### config.mk
export PLATFORM = sky130hd
export DESIGN_NAME = logic_op_arbiter
export DESIGN_NICKNAME = d
export VERILOG_FILES = /design/src/rtl/logic_op_pkg.sv /design/src/rtl/logic_op_unit.sv /design/src/rtl/logic_op_arbiter.sv
export SDC_FILE = /design/constraint.sdc
export NUM_CORES = 1
export LEC_CHECK = 0
export ABC_AREA = 0
export BUFFER_PORTS_ARGS = -buffer_cell sky130_fd_sc_hd__clkbuf_2
export CORE_ASPECT_RATIO = 0.9
export CORE_MARGIN = 2
export CORE_UTILIZATION = 47
export DETAILED_ROUTE_END_ITERATION = 10
export PLACE_DENSITY = 0.83
export REMOVE_ABC_BUFFERS = 1
export SLEW_MARGIN = 20
export SYNTH_ARGS = -nofsm -noshare
export SYNTH_HDL_FRONTEND = slang
export SYNTH_SLANG_ARGS = --single-unit
### constraint.sdc
create_clock -name clk -period 3.35 [get_ports clk]
set_input_delay 0.5025 -clock clk [delete_from_list [all_inputs] [get_ports clk]]
set_output_delay 0.5025 -clock clk [all_outputs]
set_load 0.1 [all_outputs]
### src/rtl/logic_op_pkg.sv
// Shared opcode and FSM state types for the logic-op arbiter block.
package logic_op_pkg;

    typedef enum logic [1:0] {
        OP_NOT = 2'b00,
        OP_AND = 2'b01,
        OP_OR  = 2'b10,
        OP_XOR = 2'b11
    } op_e;

    typedef enum logic {
        EMPTY = 1'b0,
        FULL  = 1'b1
    } state_e;

endpackage

### src/rtl/logic_op_unit.sv
// Combinational bitwise logic unit: NOT A, A AND B, A OR B, A XOR B.
module logic_op_unit
    import logic_op_pkg::*;
#(
    parameter int WIDTH = 8
) (
    input  op_e              op,
    input  logic [WIDTH-1:0] a,
    input  logic [WIDTH-1:0] b,
    output logic [WIDTH-1:0] y
);

    always_comb begin
        y = '0;
        case (op)
            OP_NOT:  y = ~a;
            OP_AND:  y = a & b;
            OP_OR:   y = a | b;
            OP_XOR:  y = a ^ b;
            default: y = '0;
        endcase
    end

endmodule

### src/rtl/logic_op_arbiter.sv
// Round-robin arbiter feeding a shared logic-op unit into a single-entry
// result register with valid/ready handshake on both sides.
module logic_op_arbiter
    import logic_op_pkg::*;
#(
    parameter int N_REQ = 4,
    parameter int WIDTH = 8
) (
    input  logic                     clk,
    input  logic                     reset,
    input  logic [N_REQ-1:0]         req_valid,
    output logic [N_REQ-1:0]         req_ready,
    input  logic [2*N_REQ-1:0]       req_op,
    input  logic [WIDTH*N_REQ-1:0]   req_a,
    input  logic [WIDTH*N_REQ-1:0]   req_b,
    output logic                     rsp_valid,
    input  logic                     rsp_ready,
    output logic [$clog2(N_REQ)-1:0] rsp_id,
    output logic [WIDTH-1:0]         rsp_data
);

    localparam int IDW = $clog2(N_REQ);

    state_e           state, state_nxt;
    logic [IDW-1:0]   ptr;
    logic [IDW-1:0]   gnt_idx;
    logic [IDW-1:0]   cand;
    logic             gnt_found;
    logic             free;
    logic             transfer;
    int unsigned      pos;

    op_e              op_arr [N_REQ];
    logic [WIDTH-1:0] a_arr  [N_REQ];
    logic [WIDTH-1:0] b_arr  [N_REQ];
    op_e              sel_op;
    logic [WIDTH-1:0] sel_a, sel_b, result;

    for (genvar i = 0; i < N_REQ; i++) begin : g_unpack
        assign op_arr[i] = op_e'(req_op[2*i+1:2*i]);
        assign a_arr[i]  = req_a[WIDTH*i+WIDTH-1:WIDTH*i];
        assign b_arr[i]  = req_b[WIDTH*i+WIDTH-1:WIDTH*i];
    end

    // First valid index scanning ptr, ptr+1, ... modulo N_REQ.
    always_comb begin
        gnt_found = 1'b0;
        gnt_idx   = '0;
        cand      = '0;
        pos       = 0;
        for (int unsigned k = 0; k < N_REQ; k++) begin
            pos  = (int'(ptr) + k) % N_REQ;
            cand = IDW'(pos);
            if (!gnt_found && req_valid[cand]) begin
                gnt_found = 1'b1;
                gnt_idx   = cand;
            end
        end
    end

    assign free      = (state == EMPTY) || rsp_ready;
    assign rsp_valid = (state == FULL);

    always_comb begin
        req_ready = '0;
        if (!reset && free && gnt_found) begin
            req_ready[gnt_idx] = 1'b1;
        end
    end

    assign transfer = |(req_valid & req_ready);

    assign sel_op = op_arr[gnt_idx];
    assign sel_a  = a_arr[gnt_idx];
    assign sel_b  = b_arr[gnt_idx];

    logic_op_unit #(
        .WIDTH(WIDTH)
    ) u_unit (
        .op(sel_op),
        .a (sel_a),
        .b (sel_b),
        .y (result)
    );

    always_comb begin
        state_nxt = state;
        case (state)
            EMPTY:   if (transfer) state_nxt = FULL;
            FULL:    if (rsp_ready && !transfer) state_nxt = EMPTY;
            default: state_nxt = EMPTY;
        endcase
    end

    always_ff @(posedge clk) begin
        if (reset) begin
            state    <= EMPTY;
            ptr      <= '0;
            rsp_data <= '0;
            rsp_id   <= '0;
        end else begin
            state <= state_nxt;
            if (transfer) begin
                rsp_data <= result;
                rsp_id   <= gnt_idx;
                ptr      <= (gnt_idx == IDW'(N_REQ - 1)) ? '0 : gnt_idx + 1'b1;
            end
        end
    end

endmodule

### Word level (Yosys, flattened, before mapping)

Index checks and enable logic that the tools add are counted.

| storage, ports and cells | value |
|---|---|
| flip-flop bits (word level) | 13 |
| output and inout bits | 15 |

| cells by class | value |
|---|---|
| bitwise gates (word level) | 7 |
| magnitude comparators | 7 |
| $add $sub $neg | 4 |
| muxes and demuxes | 33 |
| eq/ne operators | 4 |
| reduce and logical (&&, ||, !) cells | 15 |

Operators with widths:

| kind | number |
|---|---|
| binary-select mux 8 bit (select 2 bit) | 2 |
| 2-to-1 mux 8 bit | 4 |
| one-hot mux 8 bit (4 select lines) | 1 |
| less-than comparator 2 x 3 -> 1 bit (second input constant) | 5 |
| 2-to-1 mux 2 bit | 7 |
| 2-to-1 mux 1 bit | 11 |
| AND 8 bit | 1 |
| binary-select mux 1 bit (select 2 bit) | 4 |
| inverter 8 bit | 1 |
| bitwise OR 8 bit | 1 |
| XOR 8 bit | 1 |
| logical AND 1 bit | 7 |
| equality test 2 bit (second input constant) | 3 |
| logical NOT 1 bit | 5 |
| adder 2 x 1 -> 2 bit (second input constant) | 2 |
| adder 2 bit (second input constant) | 2 |
| AND 4 bit | 1 |
| binary-select mux 2 bit (select 2 bit) | 1 |
| 2-to-1 mux 4 bit | 1 |
| OR reduction 4 bit | 1 |
| greater-or-equal comparator 3 bit (second input constant) | 1 |
| inverter 2 -> 3 bit | 1 |
| demux 1 bit (select 2 bit) | 1 |
| equality test 2 x 1 -> 1 bit (second input constant) | 1 |
| 5 further kinds | 5 |

### Depth between registers and ports, before layout

Gate-level depths: netlist (run 1).

| logic depth | value |
|---|---|
| depth after elaboration | 23 |
| depth in mapped cells | 14 |

### Cells and area by module

A second synthesis (run 1) with hierarchy kept.

| second synthesis, totals | value |
|---|---|
| cell total of the unflattened synthesis | 219 |
| area total of the unflattened synthesis | 1,945.6 um2 |

By module, submodules not included:

| module | cells an instance | area an instance (um2) | instances | sequential area each (um2) |
|---|---|---|---|---|
| logic_op_arbiter | 169 | 1,452.6 | 1 | 260.2 |
| logic_op_unit | 50 | 493.0 | 1 | 0.0 |

### Least setup slack after synthesis (run 1)

OpenSTA, ideal clock, no wires.

| path | value |
|---|---|
| kind | input to output |
| from | input port req_valid[0] |
| to | output port req_ready[2] |
| data arrival time | 2.543 ns |
| stages on the path | 7 |
| required time | 2.847 ns |
| setup slack | 0.305 ns |
| buffers on the path | 2 |
| cells stage by stage | and2_4 o211a_4 nor2_8 buf_4 buf_2 ha_1 and2_1 |

| on the way | value |
|---|---|
| cells in the longest elaborated chain, start to end | 17 |
| elaborated cells between the ends (all ways) | 29 |
| those cells by class | order compare (2); mux (19); reduce/logical (8) |

Ends and longest elaborated chain:

| what | RTL line | source |
|---|---|---|
| start, declared | logic_op_arbiter.sv:11 | `input logic [N_REQ-1:0] req_valid,` |
| binary-select mux 1 bit (select 2 bit) | logic_op_arbiter.sv:54 | `if (!gnt_found && req_valid[cand]) begin` |
| 2-to-1 mux 1 bit (not written as such) | logic_op_arbiter.sv:54 |  |
| 2-to-1 mux 1 bit | logic_op_arbiter.sv:54 |  |
| logical NOT 1 bit | logic_op_arbiter.sv:54 |  |
| logical AND 1 bit | logic_op_arbiter.sv:54 |  |
| 2-to-1 mux 1 bit | logic_op_arbiter.sv:54 |  |
| logical NOT 1 bit | logic_op_arbiter.sv:54 |  |
| logical AND 1 bit | logic_op_arbiter.sv:54 |  |
| (+2 left out) | n/a |  |
| logical AND 1 bit | logic_op_arbiter.sv:54 |  |
| 2-to-1 mux 2 bit (*) | logic_op_arbiter.sv:54 |  |
| net gnt_idx[1] | logic_op_arbiter.sv:26 | `logic [IDW-1:0] gnt_idx;` |
| less-than comparator 2 x 3 -> 1 bit (not written as such) or greater-or-equal comparator 2 x 1 -> 1 bit (tied branches) | logic_op_arbiter.sv:67 | `req_ready[gnt_idx] = 1'b1;` |
| logical AND 1 bit (not written as such) | logic_op_arbiter.sv:67 |  |
| 2-to-1 mux 1 bit (not written as such) | logic_op_arbiter.sv:67 |  |
| demux 1 bit (select 2 bit) (*) | logic_op_arbiter.sv:67 |  |
| 2-to-1 mux 4 bit (*) | logic_op_arbiter.sv:66 | `if (!reset && free && gnt_found) begin` |
| end, declared | logic_op_arbiter.sv:12 | `output logic [N_REQ-1:0] req_ready,` |

The timed path passes the listed nets; every way through them passes the cells marked *. The select of a mux whose other input is x is not followed.

### Worst setup path after layout (run 1)

| path | value |
|---|---|
| from | register ptr[1] |
| to | register rsp_data[4] |

| on the way | value |
|---|---|
| cells in the longest elaborated chain, start to end | 19 |
| elaborated cells between the ends (all ways) | 53 |
| those cells by class | add/sub (3); order compare (2); eq/ne (3); mux (29); bitwise (6); reduce/logical (10) |

Ends and longest elaborated chain:

| what | RTL line | source |
|---|---|---|
| start, declared | logic_op_arbiter.sv:25 | `logic [IDW-1:0] ptr;` |
| start signal, assigned | logic_op_arbiter.sv:106 | `ptr <= (gnt_idx == IDW'(N_REQ - 1)) ? '0 : gnt_idx + 1'b1;` |
| parallel branches: the longest is 19 deep, another holds less-than comparator 2 x 3 -> 1 bit | n/a |  |
| end signal, assigned | logic_op_arbiter.sv:104 | `rsp_data <= result;` |
| end, declared | logic_op_arbiter.sv:19 | `output logic [WIDTH-1:0] rsp_data` |

Several ways; the timed one is not identified. The select of a mux whose other input is x is not followed.
A chain may end at the register's enable or synchronous reset.

==> flow_metrics.env, run 1 <==
export IMPL_status="finished clean"
export IMPL_synthTopCellsByCount="37 x nand2_1, 36 x mux2i_1, 20 x ha_1"
export IMPL_cts_num_sinks=13
export IMPL_htree_num_levels=1
export IMPL_die_height_um=64.0
export IMPL_crit_arrival_ps=3070
export IMPL_place_inst=365
export IMPL_vias=1988
export IMPL_grt_max_degree=24
export IMPL_wire_per_inst_um=12.6
export IMPL_synth_edf_count=0
export IMPL_totalWireLength_mm=4.65
export IMPL_cp_startpoint="ptr[1]"
export IMPL_maxCapViolCount=0
export IMPL_port_buffer_count=93
export IMPL_grt_pass1_wl_mm=7.69
export IMPL_cp_max_fo=15
export IMPL_worst_pin_slew_ps=553
export IMPL_clock_path_buffers=2
export IMPL_seq_area_frac_synth=0.138
export IMPL_antenna_found_initial=0
export IMPL_crit_type="register to register"
export IMPL_grt_pass1_vias=1866
export IMPL_min_path_type="register to register"
export IMPL_cp_required_ps=3530
export IMPL_setup_viol_count_final=0
export IMPL_yosysWarnings=0
export IMPL_p_leak_nw=1.25
export IMPL_rows=21
export IMPL_reg2reg_depth=10
export IMPL_drive_gt1_frac=0.384
export IMPL_die_w_um=70.7
export IMPL_firstDrtPassIters=5
export IMPL_drv_slew=0
export IMPL_ys_types=41
export IMPL_ios=94
export IMPL_grt_total_usage=0.202
export IMPL_synth_top_area_frac=0.192
export IMPL_min_period_ps=2890
export IMPL_synth_ff_type="dfxtp_1"
export IMPL_synth_area_leaders="mux2i_1 19%, dfxtp_1 14%, ha_1 13%"
export IMPL_synth_most_common_cell="nand2_1"
export IMPL_nets=423
export IMPL_cts_root_buf="clkbuf_8"
export IMPL_ant_nets=0
export IMPL_worstSetupEndpoint="rsp_data[4]"
export IMPL_clock_fmax_mhz=346
export IMPL_insertion_delay_ps=240
export IMPL_slew_headroom=0.629
export IMPL_cts_resized=0
export IMPL_critPathCaptureType="register"
export IMPL_reg2reg_slack_ps=460
export IMPL_ir_drop_mv=0.259
export IMPL_grt_ovfl_total=0
export IMPL_num_antenna_cells=0
export IMPL_clkTransAtPathRegs_ps=50
export IMPL_post_route_drc_count=0
export IMPL_finalSetupTns_ps=0
export IMPL_ys_ff_latch=13
export IMPL_finClkSkew_ps=2.93
export IMPL_rr_endpoint="rsp_data[4]"
export IMPL_hold_buffers=0
export IMPL_cts_tree="done"
export IMPL_core_area_um2=3780
export IMPL_synthArstFlopShare=0
export IMPL_synth_top_cell_by_area="mux2i_1"
export IMPL_viasPerCell=5.39
export IMPL_cts_buffers=3
export IMPL_rr_startpoint="ptr[1]"
export IMPL_cellPowerDensity_nw_per_um2=463
export IMPL_start_util=0.497
export IMPL_gp_congestion=0.892
export IMPL_die_area_um2=4520
export IMPL_synth_avg_cell_area_um2=7.96
export IMPL_hpwl_mm=3.76
export IMPL_cp_start_kind="register"
export IMPL_cts_setup_buffers=0
export IMPL_synthToLayoutAreaGrowth_pct=30.6
export IMPL_synthCells=236
export IMPL_grt_setup_unrepaired="false"
export IMPL_stdcell_count=369
export IMPL_final_hold_viol_count=0
export IMPL_timing_final_crit_share=0.863
export IMPL_drt_iter0_drc=105
export IMPL_synth_area_um2=1880
[cell type report]
type | count | area (um2)
clock buffers | 4 | 45.0
fillers | 337 | 1330
inverters | 19 | 71.3
multi-input cells | 189 | 1460
flip-flops and latches | 13 | 260
well taps | 46 | 57.6
repair buffers | 98 | 561
[cell usage in the layout, fill, tap and decap left out, types with 2 or more instances in the layout]
cell type and instances:
nand2b_1 3, clkbuf_8 3, clkbuf_2 90, o21ai_0 2
nand3_1 5, and2_1 7, nor2_1 8, nor3_1 9
nand2_1 37, a21oi_1 5, buf_4 4, a22oi_1 2
inv_1 17, inv_2 2, dfxtp_1 13, and3_1 2
nand4_1 14, ha_1 20, nand4b_1 7, nor2b_1 2
mux2_2 8, a2111oi_2 5, buf_12 4, mux2i_1 36
[layer usage]
metal  part of all wire  global-route usage  up-vias  routed length [um]
met4             0.0030              0.0307        0                  14
met3              0.095              0.0473        2                 440
met1               0.44               0.251      879                2030
met5                  0                   0        -                   0
met2               0.46               0.362       94                2160
li1                   -                   -     1013                   -
[report_power, final]
part	switching, mW	total [mW]	internal (mW)
combinational	0.540	0.789	0.248
clock	0.0545	0.138	0.0839
sequential	0.0208	0.209	0.188
total	0.615	1.14	0.521
[registers in the layout, summed over array words and instances, names as in the netlist]
name,flops
ptr,2
rsp_data,8
rsp_id,2
rsp_valid,1
[logic make-up after synthesis]
logic type / share of synthesized area
AOI/OAI and AO/OA: 0.110
adders and majority gates: 0.133
buffers and inverters: 0.0852
DFF: 0.138
muxes: 0.240
and+or+nand+nor: 0.294
[worst min-delay path by stage]
stage	start	end	cells past startpoint
after detailed placement	rsp_data[7]	rsp_data[7]	2
after floorplan	ptr[1]	ptr[1]	2
after CTS	rsp_data[7]	rsp_data[7]	2
final	rsp_data[7]	rsp_data[7]	2
after global placement	rsp_data[6]	rsp_data[6]	2
after global routing	rsp_data[5]	rsp_data[5]	2
[per-stage QoR]
stage	setup WS (ps)	total power, mW	instance area (um2)	utilization	hold WS [ps]
2_1_floorplan	395	0.812	1790	-	480
3_5_place_dp	242	1.00	2410	0.637	462
4_1_cts	449	1.14	2450	0.648	474
6_report	459	1.14	2450	0.648	474
3_3_place_gp	346	0.983	2410	0.637	457
5_1_grt	265	1.22	2450	0.648	504
[worst max-delay path, cell delays in order, from the launching register on]
cell and delay, ps:
dfxtp_1 430, mux2i_1 210, nor2_1 60, or3_4 490
inv_2 270, ha_1 230, a22oi_1 90, nand2_1 80
nand2_1 310, a2111oi_0 490, nand4b_1 160
Note: power is estimated with default switching activity, not from simulation.
==> inputs of run 2 (changes only) <==
==> constraint.sdc (replaced) <==
create_clock -name clk -period 3.1 [get_ports clk]
set_input_delay 0.465 -clock clk [delete_from_list [all_inputs] [get_ports clk]]
set_output_delay 0.465 -clock clk [all_outputs]
set_load 0.1 [all_outputs]
==> run 2 against run 1 <==
  * Wire length is 2.2% higher
  * Clock power is 10% higher
  * Non-clock buffer count is 2 higher
  * Critical path type unchanged
==> flow_metrics.env, run 2 (same netlist as run 1, synthesis figures left out) <==
export IMPL_cellPowerDensity_nw_per_um2=500
export IMPL_finalSetupTns_ps=0
export IMPL_setup_viol_count_final=0
export IMPL_worst_pin_slew_ps=547
export IMPL_cpLargestDelayFamily="simple AND/OR/NAND/NOR gates"
export IMPL_cts_buffers=3
export IMPL_setup_ws_ps=283
export IMPL_grt_max_degree=25
export IMPL_vias=2015
export IMPL_min_path_type="register to register"
export IMPL_ios=94
export IMPL_totalWireLength_mm=4.75
export IMPL_post_route_drc_count=0
export IMPL_htree_num_levels=1
export IMPL_grt_pass1_vias=1827
export IMPL_critPathMaxStageDelay_ps=450
export IMPL_final_hold_viol_count=0
export IMPL_start_util=0.497
export IMPL_die_area_um2=4520
export IMPL_p_leak_nw=1.26
export IMPL_gp_congestion=0.848
export IMPL_layout_commonest_cell="clkbuf_2"
export IMPL_critPathBufInv=2
export IMPL_utilization=0.657
export IMPL_clock_path_buffers=2
export IMPL_antenna_found_initial=0
export IMPL_insertion_delay_ps=240
export IMPL_cts_root_buf="clkbuf_8"
export IMPL_timing_final_crit_share=0.909
export IMPL_die_height_um=64.0
export IMPL_core_area_um2=3780
export IMPL_drive_gt1_frac=0.388
export IMPL_use_met2=0.373
export IMPL_pre_cts_ws_ps=116
export IMPL_use_met3=0.0457
export IMPL_fillers=335
export IMPL_final_cell_mix="89 x clkbuf_2, 37 x nand2_1, 36 x mux2i_1, 20 x ha_1, 17 x inv_1"
export IMPL_firstDrtPassIters=4
export IMPL_grt_total_usage=0.210
export IMPL_wire_per_inst_um=12.8
export IMPL_drt_iter0_drc=76
export IMPL_clock_fmax_mhz=355
export IMPL_crit_chain="mux2i_1 > nor2_1 > or3_4 > inv_2 > mux2_2 > inv_1 > ha_1 > nor3_1 > a2111oi_2 > nand4b_1"
export IMPL_critical_path_slowest_cell="dfxtp_1"
export IMPL_clkTransAtPathRegs_ps=60
export IMPL_maxCapViolCount=0
export IMPL_cts_tree="done"
export IMPL_ant_nets=0
export IMPL_crit_arrival_ps=2940
export IMPL_busiest_layer="met2"
export IMPL_cp_required_ps=3220
export IMPL_fin_hold_ws_ps=464
export IMPL_met1_usage=0.271
export IMPL_rows=21
export IMPL_hpwl_mm=3.85
export IMPL_critPathCaptureType="register"
export IMPL_nets=425
export IMPL_grt_pass1_wl_mm=7.91
export IMPL_die_w_um=70.7
export IMPL_cp_start_kind="register"
export IMPL_reg_largest_list="rsp_data x8, ptr x2, rsp_id x2"
export IMPL_port_buffer_count=93
export IMPL_viasPerCell=5.43
export IMPL_min_period_ps=2820
export IMPL_crit_type="register to register"
export IMPL_largest_reg_flops=8
export IMPL_cp_max_fo=21
export IMPL_synthToLayoutAreaGrowth_pct=32.2
export IMPL_drv_slew=0
export IMPL_ir_drop_mv=0.262
export IMPL_slew_headroom=0.637
export IMPL_grt_ovfl_total=0
export IMPL_largest_register="rsp_data"
export IMPL_grt_setup_unrepaired="false"
export IMPL_total_power_mw=1.24
export IMPL_finClkSkew_ps=2.54
export IMPL_cts_num_sinks=13
export IMPL_status="finished clean"
export IMPL_num_antenna_cells=0
export IMPL_hold_buffers=0
-- run 2: cell types whose count changed in the layout (fill, tap and decap cells not counted) --
cell	delta
buf_4	+2
clkbuf_2	-1
a2111oi_0	-1
a2111oi_1	+1
buf_12	+1
-- run 2: final cells by class --
cell class | count | area (um2) | area share
Clock buffer | 4 | 45.0 | 0.0181
Multi-Input combinational cell | 189 | 1460 | 0.588
Inverter | 19 | 71.3 | 0.0287
Sequential cell | 13 | 260 | 0.105
Tap cell | 46 | 57.6 | 0.0232
Timing Repair Buffer | 100 | 591 | 0.238
-- run 2: tightest hold or removal path: stages, from the launching register on --
cell and delay (ps):
dfxtp_1 310, nand2_1 50, a21oi_1 50
-- run 2: through the flow --
step / area, um2 / instances
finish: 2480 / 371
global route: 2480 / 371
detailed placement: 2440 / 367
floorplan: 1790 / 221
CTS: 2480 / 371
global placement: 2440 / 367
-- run 2: final timing paths --
path	start	endpoint	slack (ps)	depth (start not counted)
hold reg to reg	rsp_id[1]	rsp_id[1]	460	2
setup reg to reg	ptr[1]	rsp_data[2]	280	10
setup / recovery	ptr[1]	rsp_data[2]	280	10
hold / removal	rsp_id[1]	rsp_id[1]	460	2
-- run 2: timing repair --
item / 4_1_cts / 5_1_grt
gates resized for setup: 0 / 1
setup endpoints to repair: 0 / 1
setup buffers: 0 / 0
-- run 2: per-layer routing --
| metal | wire, um | up-vias |
|---|---|---|
| met2 | 2310 | 75 |
| li1 | - | 1017 |
| met3 | 374 | 2 |
| met4 | 8 | 0 |
| met5 | 0 | - |
| met1 | 2050 | 921 |
-- run 2: power by group --
group          switching (mW)  internal [mW]
registers              0.0239          0.204
logic                   0.583          0.278
clock network          0.0616         0.0909
==> inputs of run 3 (changes only) <==
==> constraint.sdc (replaced) <==
create_clock -name clk -period 3.1 [get_ports clk]
set_input_delay 0.465 -clock clk [delete_from_list [all_inputs] [get_ports clk]]
set_output_delay 0.465 -clock clk [all_outputs]
set_load 0.02 [all_outputs]
==> run 3 against run 2 <==
  * Sequential share of layout area up 0.20 points
  * Clock power about the same
  * Largest power group unchanged
  * Register-to-register slack worse by 150 ps
  * Cell count unchanged
  * Largest cell class unchanged
==> flow_metrics.env, run 3 (same netlist as run 1, synthesis figures left out) <==
export IMPL_switching_power_mw=0.453
export IMPL_final_cell_mix="93 x clkbuf_2, 37 x nand2_1, 36 x mux2i_1, 20 x ha_1, 17 x inv_1"
export IMPL_placed_area_um2=2390
export IMPL_clock_fmax_mhz=337
export IMPL_layout_commonest_cell="clkbuf_2"
export IMPL_largest_reg_flops=8
export IMPL_p_leak_nw=1.25
export IMPL_die_height_um=64.0
export IMPL_cts_resized=0
export IMPL_crit_arrival_ps=3150
export IMPL_grt_ovfl_total=0
export IMPL_grt_max_degree=22
export IMPL_wire_per_inst_um=13.0
export IMPL_cts_num_sinks=13
export IMPL_gp_congestion=0.909
export IMPL_crit_type="register to register"
export IMPL_seqPwrFrac=0.220
export IMPL_cp_common_cell="nand2_1"
export IMPL_hold_buffers=0
export IMPL_status="finished clean"
export IMPL_fillers=344
export IMPL_ios=94
export IMPL_grt_pass1_vias=1936
export IMPL_cts_tree="done"
export IMPL_grt_setup_unrepaired="false"
export IMPL_fin_hold_ws_ps=468
export IMPL_cellPowerDensity_nw_per_um2=419
export IMPL_critPathMaxStageDelay_ps=540
export IMPL_ir_drop_mv=0.297
export IMPL_slew_headroom=0.609
export IMPL_pwr_share_clk=0.152
export IMPL_cp_max_fo=21
export IMPL_timing_final_crit_share=0.957
export IMPL_cts_root_buf="clkbuf_8"
export IMPL_reg_largest_list="rsp_data x8, ptr x2, rsp_id x2"
export IMPL_setup_viol_count_final=0
export IMPL_drv_slew=0
export IMPL_critical_path_slowest_cell="a2111oi_1"
export IMPL_grt_total_usage=0.219
export IMPL_maxCapViolCount=0
export IMPL_total_power_mw=1.02
export IMPL_die_area_um2=4520
export IMPL_insertion_delay_ps=250
export IMPL_port_buffer_count=93
export IMPL_drive_gt1_frac=0.388
export IMPL_switching_share=0.444
export IMPL_worst_pin_slew_ps=582
export IMPL_antenna_found_initial=0
export IMPL_vias=2003
export IMPL_clock_path_buffers=2
export IMPL_cts_buffers=3
export IMPL_post_route_drc_count=0
export IMPL_crit_chain="mux2i_1 > nor2_1 > or3_4 > inv_2 > ha_1 > a22oi_1 > nand2_1 > nand2_1 > a2111oi_1 > nand4b_1"
export IMPL_finClkSkew_ps=1.16
export IMPL_num_antenna_cells=0
export IMPL_core_area_um2=3780
export IMPL_cp_start_kind="register"
export IMPL_ant_nets=0
export IMPL_cts_setup_buffers=0
export IMPL_totalWireLength_mm=4.84
export IMPL_clkTransAtPathRegs_ps=60
export IMPL_power_frac_comb=0.628
export IMPL_largest_register="rsp_data"
export IMPL_critPathCaptureType="register"
export IMPL_viasPerCell=5.40
export IMPL_drt_iter0_drc=55
export IMPL_design_area_um2=2440
export IMPL_die_w_um=70.7
export IMPL_cp_required_ps=3280
export IMPL_final_hold_viol_count=0
export IMPL_grt_pass1_wl_mm=8.25
export IMPL_nets=425
export IMPL_start_util=0.497
export IMPL_hpwl_mm=3.96
export IMPL_firstDrtPassIters=4
export IMPL_htree_num_levels=1
export IMPL_finalSetupTns_ps=0
export IMPL_intPower_mw=0.567
export IMPL_synthToLayoutAreaGrowth_pct=29.7
export IMPL_utilization=0.644
export IMPL_min_path_type="register to register"
export IMPL_rows=21
export IMPL_min_period_ps=2970
run 3: cell types whose count changed in the layout (fill, tap and decap cells not counted):
cell,delta
clkbuf_2,+4
buf_12,-3
buf_4,-1
run 3: final timing paths:
kind | cells past startpoint | slack [ps] | from | endpoint
max | 10 | 130 | ptr[1] | rsp_data[4]
max reg2reg | 10 | 130 | ptr[1] | rsp_data[4]
min reg2reg | 2 | 470 | rsp_data[6] | rsp_data[6]
min | 2 | 470 | rsp_data[6] | rsp_data[6]
run 3: layer usage:
layer  part of all wire  vias up  track usage
met5                  0        -            0
met1               0.42      884        0.272
met2               0.48       92        0.393
met3              0.089        6       0.0442
li1                   -     1021            -
met4             0.0083        0       0.0425
run 3: worst max-delay path: cells and delay by family (launching register included):
family | cells | cell delay (ps)
DFF | 1 | 430
adders and majority gates | 1 | 250
AOI/OAI and AO/OA | 2 | 630
muxes | 1 | 230
and+or+nand+nor | 5 | 1040
buffers and inverters | 1 | 340
run 3: power groups by stage:
stage | clock network, mW | logic [mW] | registers [mW]
floorplan | 0 | 0.391 | 0.264
global route | 0.165 | 0.715 | 0.230
CTS | 0.154 | 0.643 | 0.224
detailed placement | 0 | 0.640 | 0.228
global placement | 0 | 0.617 | 0.227
finish | 0.155 | 0.641 | 0.224
run 3: final cells by class:
type | instances | area [um2] | area share
Timing Repair Buffer | 100 | 543 | 0.223
Sequential cell | 13 | 260 | 0.107
Tap cell | 46 | 57.6 | 0.0236
Inverter | 19 | 71.3 | 0.0293
Multi-Input combinational cell | 189 | 1460 | 0.599
Clock buffer | 4 | 45.0 | 0.0185
run 3: through the flow:
step | setup WS, ps | instances
after detailed placement | -17.5 | 367
after floorplan | 205 | 221
final | 132 | 371
after global routing | 11.1 | 371
after global placement | 161 | 367
after CTS | 134 | 371
